===== config.mk =====
export PLATFORM = sky130hd
export DESIGN_NAME = full_adder
export DESIGN_NICKNAME = d
export VERILOG_FILES = /design/src/rtl/full_adder_pkg.sv /design/src/rtl/full_adder_cell.sv /design/src/rtl/full_adder.sv
export SDC_FILE = /design/constraint.sdc
export NUM_CORES = 1
export LEC_CHECK = 0
export ABC_AREA = 1
export BUFFER_PORTS_ARGS = -buffer_cell sky130_fd_sc_hd__buf_4
export CORE_AREA = 4 4 41 43
export CTS_BUF_LIST = sky130_fd_sc_hd__clkbuf_8
export DETAILED_ROUTE_END_ITERATION = 12
export DIE_AREA = 0 0 45 47
export HOLD_SLACK_MARGIN = 0.06
export SETUP_SLACK_MARGIN = 0.15
export SLEW_MARGIN = 10
export SYNTH_ARGS = -nofsm -noshare
export SYNTH_HDL_FRONTEND = slang
export SYNTH_SLANG_ARGS = --single-unit

===== constraint.sdc =====
create_clock -name clk -period 0.8 [get_ports clk]
set_input_delay 0.16 -clock clk [delete_from_list [all_inputs] [get_ports clk]]
set_output_delay 0.16 -clock clk [all_outputs]
set_load 0.01 [all_outputs]

===== src/rtl/full_adder_pkg.sv =====
// Shared constants for the registered ripple-carry adder: width limit and
// the values the output registers take while rst_n is low.
package full_adder_pkg;

    localparam int FA_MAX_WIDTH = 64;

    localparam logic [FA_MAX_WIDTH-1:0] FA_RST_SUM   = '0;
    localparam logic                    FA_RST_COUT  = 1'b0;
    localparam logic                    FA_RST_OVF   = 1'b0;
    localparam logic                    FA_RST_VALID = 1'b0;

endpackage


===== src/rtl/full_adder_cell.sv =====
// Combinational 1-bit full adder; chained co -> ci to build the ripple adder.
module full_adder_cell (
    input  logic a,
    input  logic b,
    input  logic ci,
    output logic s,
    output logic co
);

    assign s  = a ^ b ^ ci;
    assign co = (a & b) | (a & ci) | (b & ci);

endmodule


===== src/rtl/full_adder.sv =====
// Registered ripple-carry adder: {Cout, S} = A + B + Cin, one cycle latency,
// signed overflow flag and a valid pulse per accepted operand set.
module full_adder
    import full_adder_pkg::*;
#(
    parameter int WIDTH = 1
) (
    input  logic             clk,
    input  logic             rst_n,
    input  logic             in_valid,
    input  logic [WIDTH-1:0] A,
    input  logic [WIDTH-1:0] B,
    input  logic             Cin,
    output logic [WIDTH-1:0] S,
    output logic             Cout,
    output logic             Ovf,
    output logic             out_valid
);

    if (WIDTH < 1 || WIDTH > FA_MAX_WIDTH) begin : g_bad_width
        $fatal(1, "full_adder: WIDTH=%0d outside 1..%0d", WIDTH, FA_MAX_WIDTH);
    end

    logic [WIDTH:0]   carry;
    logic [WIDTH-1:0] sum_bits;

    assign carry[0] = Cin;

    for (genvar gi = 0; gi < WIDTH; gi++) begin : g_cell
        full_adder_cell u_cell (
            .a  (A[gi]),
            .b  (B[gi]),
            .ci (carry[gi]),
            .s  (sum_bits[gi]),
            .co (carry[gi+1])
        );
    end

    logic [WIDTH-1:0] sum_d,  sum_q;
    logic             cout_d, cout_q;
    logic             ovf_d,  ovf_q;
    logic             valid_d, valid_q;

    // Results only move when in_valid is high, so X/Z on idle inputs never
    // reaches the held outputs.
    always_comb begin
        sum_d   = sum_q;
        cout_d  = cout_q;
        ovf_d   = ovf_q;
        valid_d = in_valid;
        if (in_valid) begin
            sum_d  = sum_bits;
            cout_d = carry[WIDTH];
            ovf_d  = carry[WIDTH] ^ carry[WIDTH-1];
        end
    end

    always_ff @(posedge clk or negedge rst_n) begin
        if (!rst_n) begin
            sum_q   <= FA_RST_SUM[WIDTH-1:0];
            cout_q  <= FA_RST_COUT;
            ovf_q   <= FA_RST_OVF;
            valid_q <= FA_RST_VALID;
        end else begin
            sum_q   <= sum_d;
            cout_q  <= cout_d;
            ovf_q   <= ovf_d;
            valid_q <= valid_d;
        end
    end

    assign S         = sum_q;
    assign Cout      = cout_q;
    assign Ovf       = ovf_q;
    assign out_valid = valid_q;

endmodule


After elaboration in Yosys (flattened, before gate mapping)
Index checks and enable logic that the tools add are counted.
W data, S select, Z words.
{ "classes": {"bitwise": 8} }
{ "ops": {"columns": ["operator", "count"], "rows": [
  ["$and A1 B1 Y1", 3],
  ["$xor A1 B1 Y1", 3],
  ["$or A1 B1 Y1", 2]
]} }
{ "word_totals": {"out_inout_bits": 4, "elab_cells": 12, "ff_bits": 4, "in_bits": 6} }

Depth between registers and ports, before layout
{ "logic_depth": {"word_depth": 4, "mapped_depth": 5, "ltp_nobuf": 5} }

Hierarchy
A second synthesis with hierarchy kept.
{ "hier_totals": {"cells_unflattened": 18, "hier_area_um2": 175.2} }
{ "modules_own_cells": {"columns": ["module", "area_each_um2", "instances", "seq_area_each_um2", "cells_per_inst"], "rows": [
  ["full_adder", 155.1, 1, 100.1, 17],
  ["full_adder_cell", 20.0, 1, 0.0, 1]
]} }

Least setup slack after synthesis
Ideal clock, no wire load.
{ "synth_timing": {"kind": "input -> register", "start": "input port A", "end": "register ovf_q, in the netlist Ovf", "stages": 5, "path_buffers": 0, "setup_slack_ns": -0.107, "arrival_time_ns": 0.789, "cell_sequence": "fa_1 -> inv_1 -> nand2_1 -> nand3_1 -> nand2_1"} }
{ "synth_via": {"elab_chain_len": 4} }
{ "synth_rtl": {"columns": ["element", "line", "text"], "rows": [
  ["from (decl)", "full_adder.sv:11", "input logic [WIDTH-1:0] A,"],
  ["$and A1 B1 Y1", "full_adder_cell.sv:11", "assign co = (a & b) | (a & ci) | (b & ci);"],
  ["$or A1 B1 Y1 * (2 in a row)", "full_adder_cell.sv:11", null],
  ["$xor A1 B1 Y1 *", "full_adder.sv:54", "ovf_d = carry[WIDTH] ^ carry[WIDTH-1];"],
  ["to (signal assigned)", "full_adder.sv:67", "ovf_q <= ovf_d;"],
  ["to (decl)", "full_adder.sv:41", "logic ovf_d, ovf_q;"]
]} }
Every way passes the cells marked *; elsewhere a longest branch is shown, timed or not.
A chain may end at the register's enable or synchronous reset.

Final worst setup path
{ "layout_timing": {"start": "register sum_q, in the netlist S", "end": "output port S"} }
{ "layout_lines": {"columns": ["element", "line", "text"], "rows": [
  ["from (decl)", "full_adder.sv:39", "logic [WIDTH-1:0] sum_d, sum_q;"],
  ["from (signal assigned)", "full_adder.sv:60", "sum_q <= FA_RST_SUM[WIDTH-1:0];"],
  ["from (signal assigned)", "full_adder.sv:65", "sum_q <= sum_d;"],
  ["to (decl)", "full_adder.sv:14", "output logic [WIDTH-1:0] S,"]
]} }
No word-level cell between the ends.

==> impl_metrics.env <==
export IMPL_rsz0062_at_grt="true"
export IMPL_synth_seq_area_share_pct=58.4
export IMPL_synthDistinctLibCells=7
export IMPL_fill_cells=147
export IMPL_hold_viol_final=0
export IMPL_yosysWarningCount=0
export IMPL_clockBufferDepth=2
export IMPL_leakage_nw=0.197
export IMPL_dpl_cell_area_um2=268
export IMPL_numCtsBuffers=3
export IMPL_cts_num_sinks=4
export IMPL_wl_per_cell_um=7.59
export IMPL_final_cell_area_um2=379
export IMPL_clock_skew_final_ns=0
export IMPL_fp_dieW_um=45
export IMPL_final_nets=45
export IMPL_htree_levels=1
export IMPL_dp_cells=43
export IMPL_critical_path_top_delay_family="flip-flops"
export IMPL_gr_usage_all_layers_pct=4.85
export IMPL_synthCells=18
export IMPL_min_path_cells=1
export IMPL_grt_pass1_vias=167
export IMPL_port_buffers=9
export IMPL_fin_hold_ws_ns=0.0896
export IMPL_antenna_left=0
export IMPL_ioPinCount=10
export IMPL_route_detailed_drc=0
export IMPL_finalSetupViolations=4
export IMPL_drt_iter0_markers=4
export IMPL_crit_path_start_kind="register"
export IMPL_max_freq_ghz=1.15
export IMPL_cp_num_buf_inv=1
export IMPL_grt_overflow=0
export IMPL_grt_first_pass_wirelength_um=607
export IMPL_fin_crit_sh_pct=109
export IMPL_dr_pass1_iters=2
export IMPL_cp_end_kind="primary output"
export IMPL_setup_total_negative_slack_ns=-0.254
export IMPL_ys_ff_latch=4
export IMPL_grt_max_degree=5
export IMPL_ir_drop_uv=521
export IMPL_path_max_fanout=2
export IMPL_syn2layout_area_growth_pct=121
export IMPL_powerDensity_nw_per_um2=2170
export IMPL_dieArea_um2=2120
export IMPL_fin_ws_ns=-0.0686
export IMPL_finalMaxSlewViolations=0
export IMPL_path_class="register to primary output"
export IMPL_core_area_um2=1300
export IMPL_drive_gt1_share_pct=58.3
export IMPL_post_place_ws_ns=-0.211
export IMPL_syn_nets=25
export IMPL_outcome="finished, violations left"
export IMPL_antenna_cells=0
export IMPL_fin_crit_ns=0.869
export IMPL_maxCapViolCount=0
export IMPL_instances_no_fill=51
export IMPL_reg2regPathDepth=3
export IMPL_synth_area_per_cell_um2=9.52
export IMPL_slew_headroom_pct=94.1
export IMPL_vias_per_cell=3.51
export IMPL_tightest_slew_ns=0.0882
export IMPL_finalPower_mw=0.825
export IMPL_violations="negative setup slack"
export IMPL_cts_clk_slew_worst_paths_ns=0.03
export IMPL_synth_area_um2=171
export IMPL_cts_tree="done"
export IMPL_initial_core_util_pct=13.2
export IMPL_cpMaxStageDelayCell="dfrtp_1"
export IMPL_path_cells="buf_6"
export IMPL_crit_cells=1
export IMPL_fp_row_count=13
export IMPL_clk_insertion_delay_late_ns=0.21
export IMPL_grt_antenna_before_repair=0
export IMPL_cp_required_ns=0.64
export IMPL_die_h_um=47
export IMPL_worst_path_largest_cell_delay_ns=0.37
export IMPL_vias=179
export IMPL_place_gp_congestion=0.539
export IMPL_hpwl_um=294
export IMPL_cts_root_buf="clkbuf_8"
export IMPL_finish_utilization_pct=29.1
export IMPL_worstPathArrival_ns=0.71
export IMPL_hold_path_class="input pin to register"
export IMPL_routed_wl_um=387
-- report_power, final --
part / switching (mW) / internal [mW]
combinational: 0.0622 / 0.112
clock: 0.0919 / 0.320
sequential: 0.0134 / 0.226
-- layer usage --
layer | GRT usage (%) | vias up | wire (um)
met1 | 5.31 | 75 | 166
li1 | - | 91 | -
met4 | 10.5 | 0 | 19
met3 | 1.15 | 2 | 42
met2 | 4.80 | 11 | 159
met5 | 0 | - | 0
-- cell usage after synthesis, drive strengths merged --
cell type  instances  area share [%]
dfrtp              4              58
fa                 1              12
inv                3             6.6
nand2              8              18
nand3              1             2.9
o21ai              1             2.9
-- sequential cells by signal, indices dropped and copies added (netlist names) --
register,flops
Ovf,1
out_valid,1
S,1
Cout,1
-- cell usage in the layout, fill, tap and decap left out --
cell type	instances
clkbuf_8	3
inv_2	2
buf_4	7
fa_2	1
nand2_1	8
inv_1	1
dlygate4sd3_1	1
nand3_1	1
dfrtp_1	4
o21ai_2	1
buf_6	7
-- cell type report --
class                      count  area [um2]  area share (%)
multi-input combinational     11        66.3            17.5
timing repair buffer          15         141            37.3
inverter                       3        11.3            2.97
tap                           15        18.8            4.95
clock buffer                   3        41.3            10.9
sequential                     4         100            26.4
-- worst paths after layout --
path	to	start	slack (ns)
max	S	S	-0.07
min	out_valid	in_valid	0.09
max reg2reg	Cout	Cout	0.07
min reg2reg	Ovf	Ovf	0.59
max in group asynchronous	S	rst_n	0.41
min in group asynchronous	Cout	rst_n	0.29
-- kinds of logic (layout without fill, tap and decap cells) --
family / count (synthesis) / in the layout / synth area share (%)
compound gates: 1 / 1 / 2.92
simple gates: 9 / 9 / 20.4
flops: 4 / 4 / 58.4
buf+inv: 3 / 21 / 6.57
fa+ha+maj: 1 / 1 / 11.7
-- what timing repair did --
| item | 4_1_cts | 5_1_grt |
|---|---|---|
| gates resized for setup | 5 | 3 |
| buffers inserted | 3 | 1 |
| setup endpoints to repair | 7 | 7 |
| endpoints found under the hold margin | 4 | 0 |
| hold buffers | 1 | 0 |
| pin swaps | 5 | 3 |
No activity file was read; power rests on OpenSTA's default activity.
